### src/rtl/mem_access_ctrl_if.sv
// Bundles the pipeline-side op signals and the data-memory port of mem_access_ctrl.
// master = the access controller, slave = pipeline plus data memory.
interface mem_access_ctrl_if #(
  parameter int DATA_WIDTH = 32,
  parameter int IMM_WIDTH  = 16
);
  logic                  op_valid;
  logic                  mem_read;
  logic                  mem_write;
  logic [DATA_WIDTH-1:0] base;
  logic [IMM_WIDTH-1:0]  immediate;
  logic [DATA_WIDTH-1:0] wdata;
  logic                  dmem_req;
  logic                  dmem_we;
  logic [DATA_WIDTH-1:0] dmem_addr;
  logic [DATA_WIDTH-1:0] dmem_wdata;
  logic                  dmem_ack;
  logic [DATA_WIDTH-1:0] dmem_rdata;
  logic                  stall;
  logic                  done;
  logic [DATA_WIDTH-1:0] rdata_out;
  logic [1:0]            err;

  modport master (
    input  op_valid, mem_read, mem_write, base, immediate, wdata, dmem_ack, dmem_rdata,
    output dmem_req, dmem_we, dmem_addr, dmem_wdata, stall, done, rdata_out, err
  );

  modport slave (
    output op_valid, mem_read, mem_write, base, immediate, wdata, dmem_ack, dmem_rdata,
    input  dmem_req, dmem_we, dmem_addr, dmem_wdata, stall, done, rdata_out, err
  );
endinterface

### src/rtl/mem_access_ctrl.sv
// Load/store sequencer: effective address, req/ack handshake, pipeline stall, error reporting.
// Optional ALIGN_CHECK_EN macro rejects word accesses with ea[1:0] != 0 (err=01).
module mem_access_ctrl #(
  parameter int DATA_WIDTH = 32,
  parameter int IMM_WIDTH  = 16,
  parameter int TIMEOUT    = 16,
  parameter int TO_WIDTH   = 5
) (
  input logic              clk,
  input logic              rst_n,
  mem_access_ctrl_if.master bus
);

  typedef enum logic [1:0] {S_IDLE, S_ACCESS, S_DONE} state_t;

  localparam bit                  TO_EN   = (TIMEOUT > 0);
  localparam logic [TO_WIDTH-1:0] TO_LAST = TO_WIDTH'((TIMEOUT > 0) ? TIMEOUT - 1 : 0);

  localparam logic [1:0] ERR_OK       = 2'b00;
  localparam logic [1:0] ERR_MISALIGN = 2'b01;
  localparam logic [1:0] ERR_TIMEOUT  = 2'b10;
  localparam logic [1:0] ERR_ILLEGAL  = 2'b11;

  state_t                r_state;
  logic [TO_WIDTH-1:0]   r_cnt;
  logic [DATA_WIDTH-1:0] r_ea;
  logic [DATA_WIDTH-1:0] r_wdata;
  logic [DATA_WIDTH-1:0] r_rdata;
  logic                  r_we;
  logic                  r_req;
  logic                  r_done;
  logic [1:0]            r_err;

  logic [DATA_WIDTH-1:0] w_ea;
  logic                  w_accept;
  logic                  w_illegal;
  logic                  w_misalign;

  assign w_ea      = bus.base + {{(DATA_WIDTH-IMM_WIDTH){bus.immediate[IMM_WIDTH-1]}}, bus.immediate};
  assign w_accept  = (r_state == S_IDLE) & bus.op_valid & (bus.mem_read | bus.mem_write);
  assign w_illegal = bus.mem_read & bus.mem_write;

`ifdef ALIGN_CHECK_EN
  assign w_misalign = |w_ea[1:0];
`else
  assign w_misalign = 1'b0;
`endif

  // NOTE: sequential state uses non-blocking assignments only, so every register
  // samples pre-edge values regardless of statement order.
  always_ff @(posedge clk or negedge rst_n) begin
    if (!rst_n) begin
      r_state <= S_IDLE;
      r_cnt   <= '0;
      r_ea    <= '0;
      r_wdata <= '0;
      r_rdata <= '0;
      r_we    <= 1'b0;
      r_req   <= 1'b0;
      r_done  <= 1'b0;
      r_err   <= ERR_OK;
    end else begin
      case (r_state)
        S_IDLE: begin
          if (w_accept) begin
            r_ea    <= w_ea;
            r_we    <= bus.mem_write;
            r_wdata <= bus.wdata;
            r_cnt   <= '0;
            if (w_illegal) begin
              r_state <= S_DONE;
              r_done  <= 1'b1;
              r_err   <= ERR_ILLEGAL;
            end else if (w_misalign) begin
              r_state <= S_DONE;
              r_done  <= 1'b1;
              r_err   <= ERR_MISALIGN;
            end else begin
              r_state <= S_ACCESS;
              r_req   <= 1'b1;
            end
          end
        end
        S_ACCESS: begin
          // An ack in the final allowed cycle wins over the timeout.
          if (bus.dmem_ack) begin
            r_state <= S_DONE;
            r_req   <= 1'b0;
            r_done  <= 1'b1;
            r_err   <= ERR_OK;
            if (!r_we) r_rdata <= bus.dmem_rdata;
          end else if (TO_EN && (r_cnt == TO_LAST)) begin
            r_state <= S_DONE;
            r_req   <= 1'b0;
            r_done  <= 1'b1;
            r_err   <= ERR_TIMEOUT;
            r_rdata <= '0;
          end else begin
            r_cnt <= r_cnt + 1'b1;
          end
        end
        S_DONE: begin
          r_state <= S_IDLE;
          r_done  <= 1'b0;
          r_err   <= ERR_OK;
        end
        default: r_state <= S_IDLE;
      endcase
    end
  end

  // The accept term makes stall combinational so the op is held in the accept cycle.
  assign bus.stall      = (r_state == S_ACCESS) | w_accept;
  assign bus.dmem_req   = r_req;
  assign bus.dmem_we    = r_we;
  assign bus.dmem_addr  = r_ea;
  assign bus.dmem_wdata = r_wdata;
  assign bus.done       = r_done;
  assign bus.err        = r_err;
  assign bus.rdata_out  = r_rdata;

endmodule

### src/flat_wrapper.sv
// flat-port wrapper written by rule: the top's interface ports become plain ports
module mem_access_ctrl_flat 
#(
  parameter int DATA_WIDTH = 32,
  parameter int IMM_WIDTH  = 16,
  parameter int TIMEOUT    = 16,
  parameter int TO_WIDTH   = 5
)
  (clk, rst_n, bus_op_valid, bus_mem_read, bus_mem_write, bus_base, bus_immediate, bus_wdata, bus_dmem_ack, bus_dmem_rdata, bus_dmem_req, bus_dmem_we, bus_dmem_addr, bus_dmem_wdata, bus_stall, bus_done, bus_rdata_out, bus_err);
  mem_access_ctrl_if #(.DATA_WIDTH(DATA_WIDTH), .IMM_WIDTH(IMM_WIDTH)) bus_i ();
  input logic clk;
  input logic rst_n;
  input wire logic [$bits(bus_i.op_valid)-1:0] bus_op_valid;
  input wire logic [$bits(bus_i.mem_read)-1:0] bus_mem_read;
  input wire logic [$bits(bus_i.mem_write)-1:0] bus_mem_write;
  input wire logic [$bits(bus_i.base)-1:0] bus_base;
  input wire logic [$bits(bus_i.immediate)-1:0] bus_immediate;
  input wire logic [$bits(bus_i.wdata)-1:0] bus_wdata;
  input wire logic [$bits(bus_i.dmem_ack)-1:0] bus_dmem_ack;
  input wire logic [$bits(bus_i.dmem_rdata)-1:0] bus_dmem_rdata;
  output wire logic [$bits(bus_i.dmem_req)-1:0] bus_dmem_req;
  output wire logic [$bits(bus_i.dmem_we)-1:0] bus_dmem_we;
  output wire logic [$bits(bus_i.dmem_addr)-1:0] bus_dmem_addr;
  output wire logic [$bits(bus_i.dmem_wdata)-1:0] bus_dmem_wdata;
  output wire logic [$bits(bus_i.stall)-1:0] bus_stall;
  output wire logic [$bits(bus_i.done)-1:0] bus_done;
  output wire logic [$bits(bus_i.rdata_out)-1:0] bus_rdata_out;
  output wire logic [$bits(bus_i.err)-1:0] bus_err;
  assign bus_i.op_valid = bus_op_valid;
  assign bus_i.mem_read = bus_mem_read;
  assign bus_i.mem_write = bus_mem_write;
  assign bus_i.base = bus_base;
  assign bus_i.immediate = bus_immediate;
  assign bus_i.wdata = bus_wdata;
  assign bus_i.dmem_ack = bus_dmem_ack;
  assign bus_i.dmem_rdata = bus_dmem_rdata;
  assign bus_dmem_req = bus_i.dmem_req;
  assign bus_dmem_we = bus_i.dmem_we;
  assign bus_dmem_addr = bus_i.dmem_addr;
  assign bus_dmem_wdata = bus_i.dmem_wdata;
  assign bus_stall = bus_i.stall;
  assign bus_done = bus_i.done;
  assign bus_rdata_out = bus_i.rdata_out;
  assign bus_err = bus_i.err;
  mem_access_ctrl #(.DATA_WIDTH(DATA_WIDTH), .IMM_WIDTH(IMM_WIDTH), .TIMEOUT(TIMEOUT), .TO_WIDTH(TO_WIDTH)) u_core (.clk(clk), .rst_n(rst_n), .bus(bus_i));
endmodule
### config.mk
export PLATFORM = sky130hd
export DESIGN_NAME = mem_access_ctrl_flat
export DESIGN_NICKNAME = d
export VERILOG_FILES = /design/src/rtl/mem_access_ctrl_if.sv /design/src/rtl/mem_access_ctrl.sv /design/src/flat_wrapper.sv
export SDC_FILE = /design/constraint.sdc
export NUM_CORES = 1
export LEC_CHECK = 0
export BUFFER_PORTS_ARGS = -buffer_cell sky130_fd_sc_hd__buf_2
export CAP_MARGIN = 20
export CORE_UTILIZATION = 45
export DETAILED_ROUTE_END_ITERATION = 7
export PLACE_DENSITY = 0.75
export SETUP_SLACK_MARGIN = 0.3
export SLEW_MARGIN = 20
export SYNTH_ARGS = -nofsm -noshare
export SYNTH_HDL_FRONTEND = slang
export SYNTH_SLANG_ARGS = --single-unit
### constraint.sdc
create_clock -name clk -period 5.5 [get_ports clk]
set_clock_uncertainty 0.15 [all_clocks]
set_input_delay 0.275 -clock clk [delete_from_list [all_inputs] [get_ports clk]]
set_output_delay 0.275 -clock clk [all_outputs]
set_load 0.1 [all_outputs]
==> impl_metrics.ini, run 1 <==
[status]
status = finished clean

[clock_network]
clock_latency_ns = 0.34
cts_num_sinks = 108
cts_htree_levels = 3
numCtsBuffers = 9
ctsResizeCount = 0
cts_tree = done
cts_root_buffer = clkbuf_16
cts_max_path_buffers = 2
path_clk_slew_ns = 0.07

[placed_design]
hpwlAfterDp_microns = 11200
port_buffers = 219
pre_cts_slack_ns = 2.61
gp_congestion = 0.844
place_inst = 1077

[floorplanning]
start_util_pct = 46.0
dieHeight_microns = 118
coreArea_sq_um = 13200
dieArea_sq_um = 14000
num_io_pins = 220
rows = 42
die_width_microns = 118

[drt]
wl_microns = 15900
detail-route-antenna-nets = 0
drc_errors = 0
routed_wire_length_per_instance_microns = 14.2
vias = 5860
vias_per_cell = 5.21
drt_first_pass_iters = 4
drtIter0Drc = 242

[grt]
overflow = 0
grt_max_degree = 85
grt_pass1_wl_microns = 25900
grtUsageTotal_pct = 23.0
grt_pass1_vias = 5595
antenna_found_initial = 0

[yosys]
ys_seq_elements = 108
yosysMostFrequentCell = nand2_1
synth_area_per_cell_sq_um = 8.44
synth_flop_cell = dfrtp_1
syn_inst = 721
synthTopCellsByCount = nand2_1 (231), dfrtp_1 (108), o21ai_0 (80)
yosys-top-cells-area = dfrtp_1 (44%), nand2_1 (14%), ha_1 (7.4%)
synth.top_cell.area_share_pct = 44.4
yosysTopAreaCell = dfrtp_1
syn_nets = 876
async_flop_share_pct = 100
seq_area_frac_synth_pct = 44.4
ys_types = 57
synth_edf_count = 0
ys.warnings.count = 0
syn_area_sq_um = 6090

[min_path]
min_path_cells = 3
hold_path_class = input port to register

[worst_setup_path]
cp-endpoint = u_core.r_cnt[3]$_DFFE_PN0P_
cp-startpoint = u_core.r_state[0]$_DFFE_PN0P_
worstPathMaxFanout = 84
critPathKind = register to register
endpoint_kind = register
cp.required_ns = 5.58
start_kind = register
reg2reg_setup_slack_ns = 2.64
r2r_end = u_core.r_cnt[3]$_DFFE_PN0P_
cp_slowest_stage_delay_ns = 0.64
rr_startpoint = u_core.r_state[0]$_DFFE_PN0P_
cp.arrival_ns = 2.94
path_cells = inv_1 -> ha_1 -> o211ai_1 -> buf_4 -> nand2_1 -> o21ai_1 -> nor3_1 -> a21o_1 -> a22o_1
ff2ff_path_depth = 9
slowest_stage = buf_4

[final_layout]
seq_area_sq_um = 2700
area_growth_pct = 30.1
nNetsFinal = 1100
drive_above_1_share_pct = 26.3
multi_input_area_sq_um = 3180
stdcell_count = 1125
nFillCells = 1203
diodes = 0

[flow_run]
maxCapViolCount = 0

[sta]
fin_tns_setup_ns = 0
hold_ws_ns = 0.0293
finalSetupViolations = 0
fin_crit_sh_pct = 52.0
finalMaxSlewViolations = 0
layout_min_cycle_time_ns = 2.86
hold_viol = 0
relSlewSlack_pct = 37.3
finalWorstSetupSlack_ns = 2.64
max_slew.worst_pin.slew_ns = 0.941
rsz0062_at_grt = false
fmax_mhz = 350
-- registers in the layout, summed over array words and instances (netlist names) --
| register | flops |
|---|---|
| u_core.bus.done | 1 |
| u_core.r_state | 2 |
| u_core.r_cnt | 5 |
| u_core.bus.dmem_req | 1 |
| u_core.bus.rdata_out | 32 |
| u_core.bus.dmem_wdata | 32 |
| u_core.bus.dmem_we | 1 |
| u_core.bus.err | 2 |
| u_core.bus.dmem_addr | 32 |
-- worst max-delay path, delay by kind of cell, from the launching register on --
kind / cells / cell delay (ns)
simple gates: 2 / 0.30
buf+inv: 2 / 0.71
flops: 1 / 0.37
compound gates: 4 / 0.87
fa+ha+maj: 1 / 0.34
-- per-layer routing --
metal  wire length [microns]  part of all wire, %  global-route usage (%)  vias up
met5                       0                    0                       0        -
met4                     667                  4.2                    12.6        0
met3                     770                  4.8                    2.99       56
met2                    7530                   47                    38.2      201
met1                    6950                   44                    28.9     2694
li1                        -                    -                       -     2909
-- repair_timing --
action	4_1_cts	5_1_grt
hold endpoints to repair	65	0
buffers inserted	0	0
hold buffers	33	0
-- logic make-up (layout without fill, tap and decap cells) --
| family | count (synthesis) | count (layout) | share of synthesized area (%) |
|---|---|---|---|
| xor gates and xnor gates | 28 | 28 | 4.03 |
| buffers and inverters | 51 | 279 | 3.29 |
| muxes | 1 | 1 | 0.185 |
| AOI/OAI and AO/OA | 191 | 191 | 19.5 |
| adders and majority gates | 37 | 37 | 7.73 |
| DFF | 108 | 108 | 44.4 |
| and+or+nand+nor | 305 | 305 | 20.9 |
-- metrics by stage --
step                area [sq um]  utilization [%]
global placement            7270             54.9
finish                      7920             59.8
floorplan                   6090                -
global route                7920             59.8
detailed placement          7270             54.9
CTS                         7920             59.8
-- worst min path at each step --
stage	start	end
detailed placement	rst_n	u_core.bus.rdata_out[24]$_DFFE_PN0P_
finish	bus_dmem_rdata[9]	u_core.bus.rdata_out[9]$_DFFE_PN0P_
global route	bus_dmem_rdata[11]	u_core.bus.rdata_out[11]$_DFFE_PN0P_
CTS	bus_dmem_rdata[9]	u_core.bus.rdata_out[9]$_DFFE_PN0P_
global placement	rst_n	u_core.bus.rdata_out[24]$_DFFE_PN0P_
floorplan	rst_n	u_core.bus.dmem_addr[0]$_DFFE_PN0P_
-- layout make-up --
class                   count  area share, %
clock buffers              12           3.24
clock inverters             3          0.869
inverters                   8          0.379
multi-input cells         562           40.2
flip-flops and latches    108           34.1
well taps                 176           2.78
repair buffers            256           18.4
-- cell usage in the layout (no fill, tap or decap), types with 4 or more instances in the layout --
cell type / count
nand2_1: 231
buf_2: 218
dfrtp_1: 108
o21ai_0: 80
a21oi_1: 41
ha_1: 36
dlygate4sd3_1: 33
nor2_1: 20
a21o_1: 15
xnor2_1: 14
xor2_1: 14
nand4_1: 11
clkbuf_16: 9
inv_1: 8
nor3_1: 8
nand3_1: 7
nor2b_1: 7
nand2b_1: 6
o21bai_1: 6
o21a_1: 5
o21ai_1: 5
buf_4: 5
o211ai_1: 4
and2_1: 4
o31ai_1: 4
Power of run 1 is not shown: default switching activity piles up to over one toggle a cycle in this logic, so the estimate is an artifact.
==> run 2: changes to the inputs <==
--- a/config.mk
+++ b/config.mk
@@ -9,7 +9,7 @@
 export CAP_MARGIN = 20
 export CORE_UTILIZATION = 45
 export DETAILED_ROUTE_END_ITERATION = 7
-export PLACE_DENSITY = 0.75
+export PLACE_DENSITY = 0.77
 export SETUP_SLACK_MARGIN = 0.3
 export SLEW_MARGIN = 20
 export SYNTH_ARGS = -nofsm -noshare
==> constraint.sdc (replaced) <==
create_clock -name clk -period 2.55 [get_ports clk]
set_clock_uncertainty 0.15 [all_clocks]
set_input_delay 0.1275 -clock clk [delete_from_list [all_inputs] [get_ports clk]]
set_output_delay 0.1275 -clock clk [all_outputs]
set_load 0.1 [all_outputs]
==> run 2 against run 1 <==
Against the previous run:
- sequential cell count unchanged
- final cell count increased by 4.2%
- count of clock-buffer cells in the layout decreased by 2
- final area rose by 6.1%
- die area unchanged
- worst hold slack improved by 0.015 ns
- setup slack lost 2.3 ns
- global-route usage rose by 2.5 points
- via count increased by 4.1%
- sequential share of layout area shrank 2.0 points
- non-clock buffer count is 46 higher
- largest cell class unchanged
==> impl_metrics.ini, run 2 (synthesis gave the netlist of run 1 again) <==
[final_layout]
area_growth_pct = 38.1
final_common_cell = nand2_1
drive_above_1_share_pct = 26.9
final_util_pct = 63.5
diodes = 0
final_cell_mix = nand2_1 (231), buf_2 (217), dfrtp_1 (108), o21ai_0 (78), dlygate4sd3_1 (68)
nNetsFinal = 1146

[drt]
wl_microns = 17200
routed_wire_length_per_instance_microns = 14.7
drc_errors = 0
vias_per_cell = 5.21
vias = 6102
detail-route-antenna-nets = 0
drtIter0Drc = 321
drt_first_pass_iters = 5

[worst_setup_path]
worstPathMaxFanout = 43
cp.required_ns = 2.27
endpoint_kind = primary output
start_kind = register
cp.arrival_ns = 1.94
critPathKind = register to primary output

[sta]
hold_viol = 0
relSlewSlack_pct = 64.4
finalMaxSlewViolations = 0
finalSetupViolations = 0
fmax_mhz = 451
hold_ws_ns = 0.0443
max_slew.worst_pin.slew_ns = 0.531
fin_crit_sh_pct = 87.0
rsz0062_at_grt = true
layout_min_cycle_time_ns = 2.22

[flow_run]
maxCapViolCount = 0

[placed_design]
port_buffers = 219
gp_congestion = 0.849
hpwlAfterDp_microns = 11800

[clock_network]
cts_htree_levels = 3
path_clk_slew_ns = 0.08
clock_latency_ns = 0.35
cts_num_sinks = 108
post_cts_buffers = 0
numCtsBuffers = 9
cts_tree = done
cts_root_buffer = clkbuf_16
cts_max_path_buffers = 2

[grt]
grtUsageTotal_pct = 25.5
grt_max_degree = 65
overflow = 0
grt_pass1_wl_microns = 28700
grt_pass1_vias = 5966
antenna_found_initial = 0

[floorplanning]
rows = 42
die_width_microns = 118
dieArea_sq_um = 14000
start_util_pct = 46.0
coreArea_sq_um = 13200
dieHeight_microns = 118
num_io_pins = 220

[status]
status = finished clean

[min_path]
hold_path_class = input port to register
-- run 2: cell types whose count changed in the layout (fill, tap and decap cells not counted), sizes merged --
cell,previous run,this run
clkinv,0,1
inv,9,11
clkbuf,12,10
dlygate4sd3,33,68
clkinvlp,0,2
buf,223,234
bufinv,2,0
-- run 2: area by class of cell --
type,instances,area (sq um)
Clock buffer,10,229
Clock inverter,6,57.6
Fill cell,1124,4830
Inverter,8,30.0
Multi-Input combinational cell,562,3230
Sequential cell,108,2700
Tap cell,176,220
Timing Repair Buffer,302,1940
-- run 2: repair_timing --
item | 4_1_cts | 5_1_grt
hold buffers | 68 | 0
pin swaps | 0 | 3
resized for setup | 3 | 8
gates cloned | 0 | 0
endpoints found under the hold margin | 140 | 0
setup endpoints to repair | 2 | 17
-- run 2: metrics by stage --
| step | setup TNS (ns) | area [sq um] | instances | worst slack, ns |
|---|---|---|---|---|
| after CTS | 0 | 8370 | 1172 | 0.279 |
| after global routing | 0 | 8410 | 1172 | 0.222 |
| after floorplan | 0 | 6090 | 721 | 0.318 |
| final | 0 | 8410 | 1172 | 0.333 |
| after detailed placement | -0.0776 | 7390 | 1088 | -0.0269 |
| after global placement | 0 | 7390 | 1088 | 0.0629 |
-- run 2: worst paths after layout --
| path | from | to | slack (ns) | depth (start not counted) |
|---|---|---|---|---|
| setup / recovery | u_core.r_state[0]$_DFFE_PN0P_ | bus_stall | 0.33 | 6 |
| hold / removal | bus_dmem_ack | u_core.bus.err[1]$_DFFE_PN0P_ | 0.04 | 3 |
| setup reg to reg | u_core.r_state[1]$_DFFE_PN0P_ | u_core.bus.err[1]$_DFFE_PN0P_ | 0.44 | 6 |
| hold reg to reg | u_core.bus.dmem_addr[0]$_DFFE_PN0P_ | u_core.bus.dmem_addr[0]$_DFFE_PN0P_ | 0.32 | 2 |
| max in group asynchronous | rst_n | u_core.bus.dmem_addr[21]$_DFFE_PN0P_ | 1.33 | 3 |
| min in group asynchronous | rst_n | u_core.bus.dmem_wdata[13]$_DFFE_PN0P_ | 0.09 | 2 |
-- run 2: critical path: stages (launching register included) --
cell	delay [ns]
dfrtp_1	0.37
inv_1	0.10
ha_4	0.21
o211ai_1	0.20
buf_6	0.35
nand2b_1	0.15
buf_12	0.19
-- run 2: layer usage --
layer	share of wire, %	GRT usage [%]	up-vias
met3	5.7	5.74	42
met2	50	44.4	231
met4	2.9	9.21	0
met1	41	30.8	2833
met5	0	0	-
li1	-	-	2996
Power of run 2 is left out for the same reason.
==> run 3: changes to the inputs <==
--- a/config.mk
+++ b/config.mk
@@ -7,6 +7,7 @@
 export LEC_CHECK = 0
 export BUFFER_PORTS_ARGS = -buffer_cell sky130_fd_sc_hd__buf_2
 export CAP_MARGIN = 20
+export CORE_MARGIN = 2
 export CORE_UTILIZATION = 45
 export DETAILED_ROUTE_END_ITERATION = 7
 export PLACE_DENSITY = 0.77
==> run 3 against run 2 <==
Against the previous run:
- sequential cell count did not move
- count of clock-buffer cells in the layout up 1
- register-to-register slack got worse by 0.07 ns
- worst hold slack worse by 0.035 ns
- routed wire length is 4.1% higher
- sequential share of layout area fell by 0.33 points
- setup slack got worse by 0.0095 ns
==> impl_metrics.ini, run 3 (synthesis gave the netlist of run 1 again) <==
[final_layout]
nNetsFinal = 1152
diodes = 0
drive_above_1_share_pct = 28.0
final_cell_mix = nand2_1 (231), buf_2 (217), dfrtp_1 (108), o21ai_0 (78), dlygate4sd3_1 (67)
area_growth_pct = 39.6
final_common_cell = nand2_1

[sta]
fin_tns_setup_ns = 0
layout_min_cycle_time_ns = 2.23
fin_crit_sh_pct = 87.3
rsz0062_at_grt = true
max_slew.worst_pin.slew_ns = 0.593
hold_viol = 0
finalMaxSlewViolations = 0
relSlewSlack_pct = 59.4
hold_ws_ns = 0.00890
fmax_mhz = 449
finalSetupViolations = 0

[grt]
grtUsageTotal_pct = 23.6
grt_max_degree = 76
antenna_found_initial = 0
grt_pass1_vias = 5919
met3_usage_pct = 3.44
overflow = 0
grt.busiest_layer = met2
grt_pass1_wl_microns = 27600
met1_usage_pct = 28.0
grt.met2_usage_pct = 42.2

[clock_network]
numCtsBuffers = 9
cts_htree_levels = 3
cts_max_path_buffers = 2
cts_num_sinks = 108
cts_root_buffer = clkbuf_16
cts_tree = done
path_clk_slew_ns = 0.07
clock_latency_ns = 0.35

[drt]
drtIter0Drc = 358
wl_microns = 17900
routed_wire_length_per_instance_microns = 15.2
drt_first_pass_iters = 4
drc_errors = 0
vias_per_cell = 5.20
detail-route-antenna-nets = 0
vias = 6125

[floorplanning]
num_io_pins = 220
coreArea_sq_um = 13200
dieArea_sq_um = 14500
start_util_pct = 46.0
dieHeight_microns = 120
die_width_microns = 120
rows = 42

[worst_setup_path]
endpoint_kind = primary output
critPathKind = register to primary output
cp.required_ns = 2.27
start_kind = register
cp.arrival_ns = 1.95
worstPathMaxFanout = 19

[placed_design]
port_buffers = 219
gp_congestion = 0.862
hpwlAfterDp_microns = 11800

[flow_run]
maxCapViolCount = 0

[status]
status = finished clean

[min_path]
hold_path_class = input port to register
run 3: changes by cell type in the layout (fill, tap and decap cells not counted), sizes merged:
cell	before	now
buf	234	240
inv	11	9
clkbuf	10	12
dlygate4sd3	68	67
clkinv	1	3
clkinvlp	2	1
run 3: metrics by stage:
step	std cells	setup slack, ns	util [%]	instance area [sq um]
2_1_floorplan	721	0.318	-	6090
3_3_place_gp	1089	0.0486	56.0	7410
3_5_place_dp	1089	-0.00715	56.0	7410
4_1_cts	1173	0.294	63.3	8380
5_1_grt	1178	0.197	64.2	8500
6_report	1178	0.323	64.2	8500
run 3: final cells by class:
class | instances | area [sq um]
fill | 1086 | 4750
multi-input combinational | 562 | 3260
sequential | 108 | 2700
timing repair buffer | 308 | 2000
clock buffer | 11 | 243
tap | 176 | 220
clock inverter | 5 | 45.0
inverter | 8 | 30.0
run 3: path summary, 6_finish.rpt:
check	endpoint	slack, ns	cells past startpoint	from
setup / recovery	bus_stall	0.32	6	u_core.r_state[0]$_DFFE_PN0P_
hold / removal	u_core.bus.dmem_wdata[0]$_DFFE_PN0P_	0.009	4	bus_op_valid
setup reg to reg	u_core.bus.err[0]$_DFFE_PN0P_	0.37	8	u_core.r_state[0]$_DFFE_PN0P_
hold reg to reg	u_core.bus.dmem_wdata[26]$_DFFE_PN0P_	0.32	2	u_core.bus.dmem_wdata[26]$_DFFE_PN0P_
max in group asynchronous	u_core.bus.rdata_out[3]$_DFFE_PN0P_	1.38	3	rst_n
min in group asynchronous	u_core.bus.rdata_out[29]$_DFFE_PN0P_	0.10	2	rst_n
run 3: what timing repair did:
action,4_1_cts,5_1_grt
gates cloned,0,2
endpoints found under the setup margin,3,20
hold endpoints to repair,141,0
pin swaps,1,6
hold buffers,67,0
gates resized for setup,1,17
setup buffers,1,3
run 3: worst max-delay path, cell delays in order, from the launching register on:
cell       delay, ns
dfrtp_1         0.40
inv_1           0.13
ha_4            0.22
o211ai_1        0.25
clkbuf_16       0.27
nand2b_1        0.13
buf_12          0.19
run 3: metal layers:
layer	vias to the layer above	part of all wire [%]
met1	2868	40
met5	-	0
met4	0	3.2
li1	3009	-
met2	203	51
met3	45	6.0
Power of run 3 is left out for the same reason.
